===== config.mk =====
export PLATFORM = sky130hd
export DESIGN_NAME = input_debounce
export DESIGN_NICKNAME = d
export VERILOG_FILES = /design/src/rtl/debounce_pkg.sv /design/src/rtl/bit_sync.sv /design/src/rtl/input_debounce.sv
export SDC_FILE = /design/constraint.sdc
export NUM_CORES = 1
export LEC_CHECK = 0
export ABC_AREA = 0
export CELL_PAD_IN_SITES_DETAIL_PLACEMENT = 0
export CELL_PAD_IN_SITES_GLOBAL_PLACEMENT = 1
export CORE_AREA = 2 2 39 41
export CTS_CLUSTER_DIAMETER = 50
export DETAILED_ROUTE_END_ITERATION = 10
export DIE_AREA = 0 0 41 43
export PLACE_DENSITY = 0.67
export REMOVE_ABC_BUFFERS = 1
export SETUP_SLACK_MARGIN = 0.1
export SYNTH_ARGS = -nofsm -noshare
export SYNTH_HDL_FRONTEND = slang
export SYNTH_HIERARCHICAL = 1
export SYNTH_SLANG_ARGS = --single-unit
export TNS_END_PERCENT = 1

===== constraint.sdc =====
create_clock -name clk -period 3.96 [get_ports clk]
set_input_delay 0.792 -clock clk [delete_from_list [all_inputs] [get_ports clk]]
set_output_delay 0.792 -clock clk [all_outputs]
set_load 0.005 [all_outputs]

===== src/rtl/debounce_pkg.sv =====
// Shared types and constants for the input debounce block.
// Its only user is input_debounce.
package debounce_pkg;

    typedef enum logic [1:0] {
        S_LOW     = 2'd0,
        S_PEND_HI = 2'd1,
        S_HIGH    = 2'd2,
        S_PEND_LO = 2'd3
    } deb_state_t;

    localparam int GLITCH_CNT_W        = 8;
    localparam int DEBOUNCE_CYCLES_DEF = 16;

endpackage


===== src/rtl/bit_sync.sv =====
// STAGES-deep single-bit synchronizer with asynchronous active-high reset.
// The flops are chained directly, with no logic between stages.
module bit_sync #(
    parameter int STAGES = 2
) (
    input  logic clk,
    input  logic reset,
    input  logic d,
    output logic q
);

    logic [STAGES-1:0] chain;

    always_ff @(posedge clk or posedge reset) begin
        if (reset) chain <= '0;
        else       chain <= {chain[STAGES-2:0], d};
    end

    assign q = chain[STAGES-1];

endmodule


===== src/rtl/input_debounce.sv =====
// Synchronizes one raw async input and debounces it with a 4-state hold FSM.
// Optional DEBOUNCE_GLITCH_CNT_EN adds an 8-bit saturating aborted-transition counter.
module input_debounce
    import debounce_pkg::*;
#(
    parameter int SYNC_STAGES     = 2,
    parameter int DEBOUNCE_CYCLES = DEBOUNCE_CYCLES_DEF
) (
    input  logic clk,
    input  logic reset,
    input  logic raw_in,
    output logic clean_out,
    output logic pending
`ifdef DEBOUNCE_GLITCH_CNT_EN
    ,
    output logic [GLITCH_CNT_W-1:0] glitch_cnt
`endif
);

    localparam int CNT_W = $clog2(DEBOUNCE_CYCLES + 1);
    localparam logic [CNT_W-1:0] CNT_LAST = CNT_W'(DEBOUNCE_CYCLES - 1);

    logic             sync_q;
    deb_state_t       state, state_d;
    logic [CNT_W-1:0] cnt, cnt_d;
    logic             abort;

    bit_sync #(.STAGES(SYNC_STAGES)) u_sync (
        .clk   (clk),
        .reset (reset),
        .d     (raw_in),
        .q     (sync_q)
    );

    always_ff @(posedge clk or posedge reset) begin
        if (reset) begin
            state <= S_LOW;
            cnt   <= '0;
        end else begin
            state <= state_d;
            cnt   <= cnt_d;
        end
    end

    // Counter only advances while qualifying; it resets on any settle or abort,
    // so every new transition starts a fresh window.
    always_comb begin
        state_d = state;
        cnt_d   = cnt;
        abort   = 1'b0;
        case (state)
            S_LOW: begin
                if (sync_q) begin
                    state_d = S_PEND_HI;
                    cnt_d   = CNT_W'(1);
                end else begin
                    cnt_d = '0;
                end
            end
            S_PEND_HI: begin
                if (!sync_q) begin
                    state_d = S_LOW;
                    cnt_d   = '0;
                    abort   = 1'b1;
                end else if (cnt == CNT_LAST) begin
                    state_d = S_HIGH;
                    cnt_d   = '0;
                end else begin
                    cnt_d = cnt + CNT_W'(1);
                end
            end
            S_HIGH: begin
                if (!sync_q) begin
                    state_d = S_PEND_LO;
                    cnt_d   = CNT_W'(1);
                end else begin
                    cnt_d = '0;
                end
            end
            S_PEND_LO: begin
                if (sync_q) begin
                    state_d = S_HIGH;
                    cnt_d   = '0;
                    abort   = 1'b1;
                end else if (cnt == CNT_LAST) begin
                    state_d = S_LOW;
                    cnt_d   = '0;
                end else begin
                    cnt_d = cnt + CNT_W'(1);
                end
            end
            default: begin
                state_d = S_LOW;
                cnt_d   = '0;
            end
        endcase
    end

    // Outputs decode straight from the state flops so they never glitch.
    assign clean_out = (state == S_HIGH) || (state == S_PEND_LO);
    assign pending   = (state == S_PEND_HI) || (state == S_PEND_LO);

`ifdef DEBOUNCE_GLITCH_CNT_EN
    always_ff @(posedge clk or posedge reset) begin
        if (reset)                      glitch_cnt <= '0;
        else if (abort && ~&glitch_cnt) glitch_cnt <= glitch_cnt + GLITCH_CNT_W'(1);
    end
`else
    logic unused_abort;
    assign unused_abort = abort;
`endif

endmodule


==> results.sh <==
export IMPL_cp_slowest_cell="clkdlybuf4s50_1"
export IMPL_yosysMostFrequentCell="dfrtp_1"
export IMPL_clk_pin_slew_ns=0.07
export IMPL_drt_iter0_markers=3
export IMPL_required_ns=3.17
export IMPL_final_cell_area_um2=462
export IMPL_synthAdderAreaFrac=0.0327
export IMPL_fin_skew_ns=0.00978
export IMPL_pwr_density_cell_nw_per_um2=389
export IMPL_yosysWarnings=6
export IMPL_route_met3_wl_um=25
export IMPL_regToRegSetupSlack_ns=2.51
export IMPL_async_flop_share=1.00
export IMPL_synth_area_leaders="dfrtp_1 59%, nor3b_4 4.9%, ha_1 3.3%"
export IMPL_synthToLayoutAreaGrowth_pct=20.6
export IMPL_hold_path_class="reg2reg"
export IMPL_coreArea_um2=1380
export IMPL_cpPeakStageDelay_ns=0.53
export IMPL_setup_violations_final=0
export IMPL_nets=44
export IMPL_yosys_area_share_simple=0.193
export IMPL_place_hpwl_um=497
export IMPL_maxSlewViolCount=0
export IMPL_synth_top_area_frac=0.588
export IMPL_synth_edff_count=0
export IMPL_dp_cells=51
export IMPL_leakagePower_nw=0.207
export IMPL_die_area_um2=1760
export IMPL_critPathBufInv=1
export IMPL_first_global_vias=293
export IMPL_relSlewSlack=0.817
export IMPL_drt_met1_wl_um=242
export IMPL_end_kind="output pin"
export IMPL_dieHeight_um=43
export IMPL_fin_cells=55
export IMPL_synthFlopType="dfrtp_1"
export IMPL_whs_path_depth=0
export IMPL_cap_violations=0
export IMPL_antenna_found_initial=0
export IMPL_postCtsHoldBufs=0
export IMPL_max_freq_mhz=504
export IMPL_fin_crit_ns=1.99
export IMPL_grt_max_degree=8
export IMPL_ys_ff_latch=9
export IMPL_crit_path_max_fanout=5
export IMPL_fin_crit_sh=0.501
export IMPL_synthMuxAreaShare=0.0588
export IMPL_multiInputGateArea_um2=139
export IMPL_setup_tns_ns=0
export IMPL_maxUsedRoutingLayer="met4"
export IMPL_synth_top_family_by_area="simple AND/OR/NAND/NOR gates"
export IMPL_path_cells="clkdlybuf4s50_1"
export IMPL_path_class="reg2out"
export IMPL_placed_area_um2=435
export IMPL_drive_gt1_frac=0.154
export IMPL_r2r_start="cnt[0]$_DFF_PP0_"
export IMPL_port_buffers=4
export IMPL_dr_wl_met2_um=341
export IMPL_arrival_ns=1.19
export IMPL_ff_latch_area_um2=225
export IMPL_cts_max_level=1
export IMPL_postSynthAreaPerCell_um2=11.6
export IMPL_gp_congestion=0.690
export IMPL_rows=14
export IMPL_post_cts_buffers=0
export IMPL_yosys_area_top_type="dfrtp_1"
export IMPL_drtAntennaViolNets=0
export IMPL_vias=251
export IMPL_n_fill_cell=126
export IMPL_ios=5
export IMPL_grt_overflow_total=0
export IMPL_synth_seq_area_share=0.588
export IMPL_worstHoldStart="u_sync/chain[0]$_DFF_PP0_"
export IMPL_antenna_cells=0
export IMPL_cts_tree="built"
export IMPL_synthCells=33
export IMPL_yosys_area_share_xor_xnor=0.0458
export IMPL_critPathLaunchType="flop"
export IMPL_holdPathEnd="u_sync/chain[1]$_DFF_PP0_"
export IMPL_synth_compound_area_frac=0.0327
export IMPL_clock_latency_ns=0.27
export IMPL_start_util=0.277
export IMPL_routedWlPerCell_um=11.4
export IMPL_cts_made_buffers=3
export IMPL_cts_sinks=9
export IMPL_dieWidth_um=41
export IMPL_drt_pass1_iter_count=2
export IMPL_critPathTopFamily="buffers and inverters"
export IMPL_ys_types=17
export IMPL_tightest_slew_ns=0.274
export IMPL_rsz0062_at_grt="no"
export IMPL_fin_util=0.334
export IMPL_root_buffer="clkbuf_4"
export IMPL_status="finished, final reports clean"
export IMPL_grt_usage=0.106
export IMPL_syn_area_um2=383
export IMPL_synthTopCellsByCount="9 x dfrtp_1, 3 x inv_1, 3 x nand2_1, 3 x nor2_1"
export IMPL_vias_per_cell=4.56
export IMPL_peakVddDrop_v=0.000149
export IMPL_drcViolationCount=0
export IMPL_hold_viol_final=0
export IMPL_grt_first_pass_wirelength_mm=1.17
export IMPL_clockBufferDepth=2
export IMPL_wl_um=628
export IMPL_worst_r2r_cell_count=4
export IMPL_post_cts_resized=0
[layout by cell type (no fill, tap or decap), drive strengths merged]
cell,count
nand2b,1
xnor2,1
a21oi,1
clkbuf,4
a211oi,1
dfrtp,9
and3,1
xor2,1
nor3b,1
ha,1
clkdlybuf4s50,4
inv,3
mux2,2
nand3,3
nand2,3
nor2,3
[logic make-up (layout without fill, tap and decap cells)]
kind of cell | Yosys count | count (layout)
buffers and inverters | 5 | 11
and+or+nand+nor | 12 | 12
adders and majority gates | 1 | 1
xor gates and xnor gates | 2 | 2
DFF | 9 | 9
muxes | 2 | 2
AOI/OAI and AO/OA | 2 | 2
[worst max path at each step]
stage          cells past startpoint        end            startpoint
6_report                           1    pending  state[0]$_DFFE_PP0P_
5_1_grt                            1    pending  state[0]$_DFFE_PP0P_
4_1_cts                            1    pending  state[0]$_DFFE_PP0P_
3_5_place_dp                       1  clean_out                  flop
3_3_place_gp                       1    pending  state[0]$_DFFE_PP0P_
2_1_floorplan                      4       flop      cnt[0]$_DFF_PP0_
[stage by stage]
| stage | setup WS (ns) | power (mW) | hold slack, ns |
|---|---|---|---|
| global route | 1.92 | 0.187 | 0.390 |
| detailed placement | 2.27 | 0.109 | 0.336 |
| global placement | 2.28 | 0.108 | 0.341 |
| finish | 1.97 | 0.180 | 0.361 |
| CTS | 1.97 | 0.182 | 0.362 |
| floorplan | 2.63 | 0.104 | 0.331 |
[area by class of cell]
cell class / count / share of cell area
multi-input cells: 19 / 0.301
well taps: 16 / 0.0434
clock buffers: 4 / 0.0569
flip-flops and latches: 9 / 0.488
repair buffers: 4 / 0.0867
inverters: 3 / 0.0244
[routing by layer]
layer	vias up	track usage
li1	116	-
met1	127	0.105
met2	6	0.144
met3	2	0.0314
met4	0	0.140
met5	-	0
[report_power, final]
part / switching, mW / internal [mW]
Sequential: 0.00264 / 0.0949
Clock: 0.0336 / 0.0389
Combinational: 0.00469 / 0.00501
Total: 0.0410 / 0.139
Power figures use the tool's default switching activity.
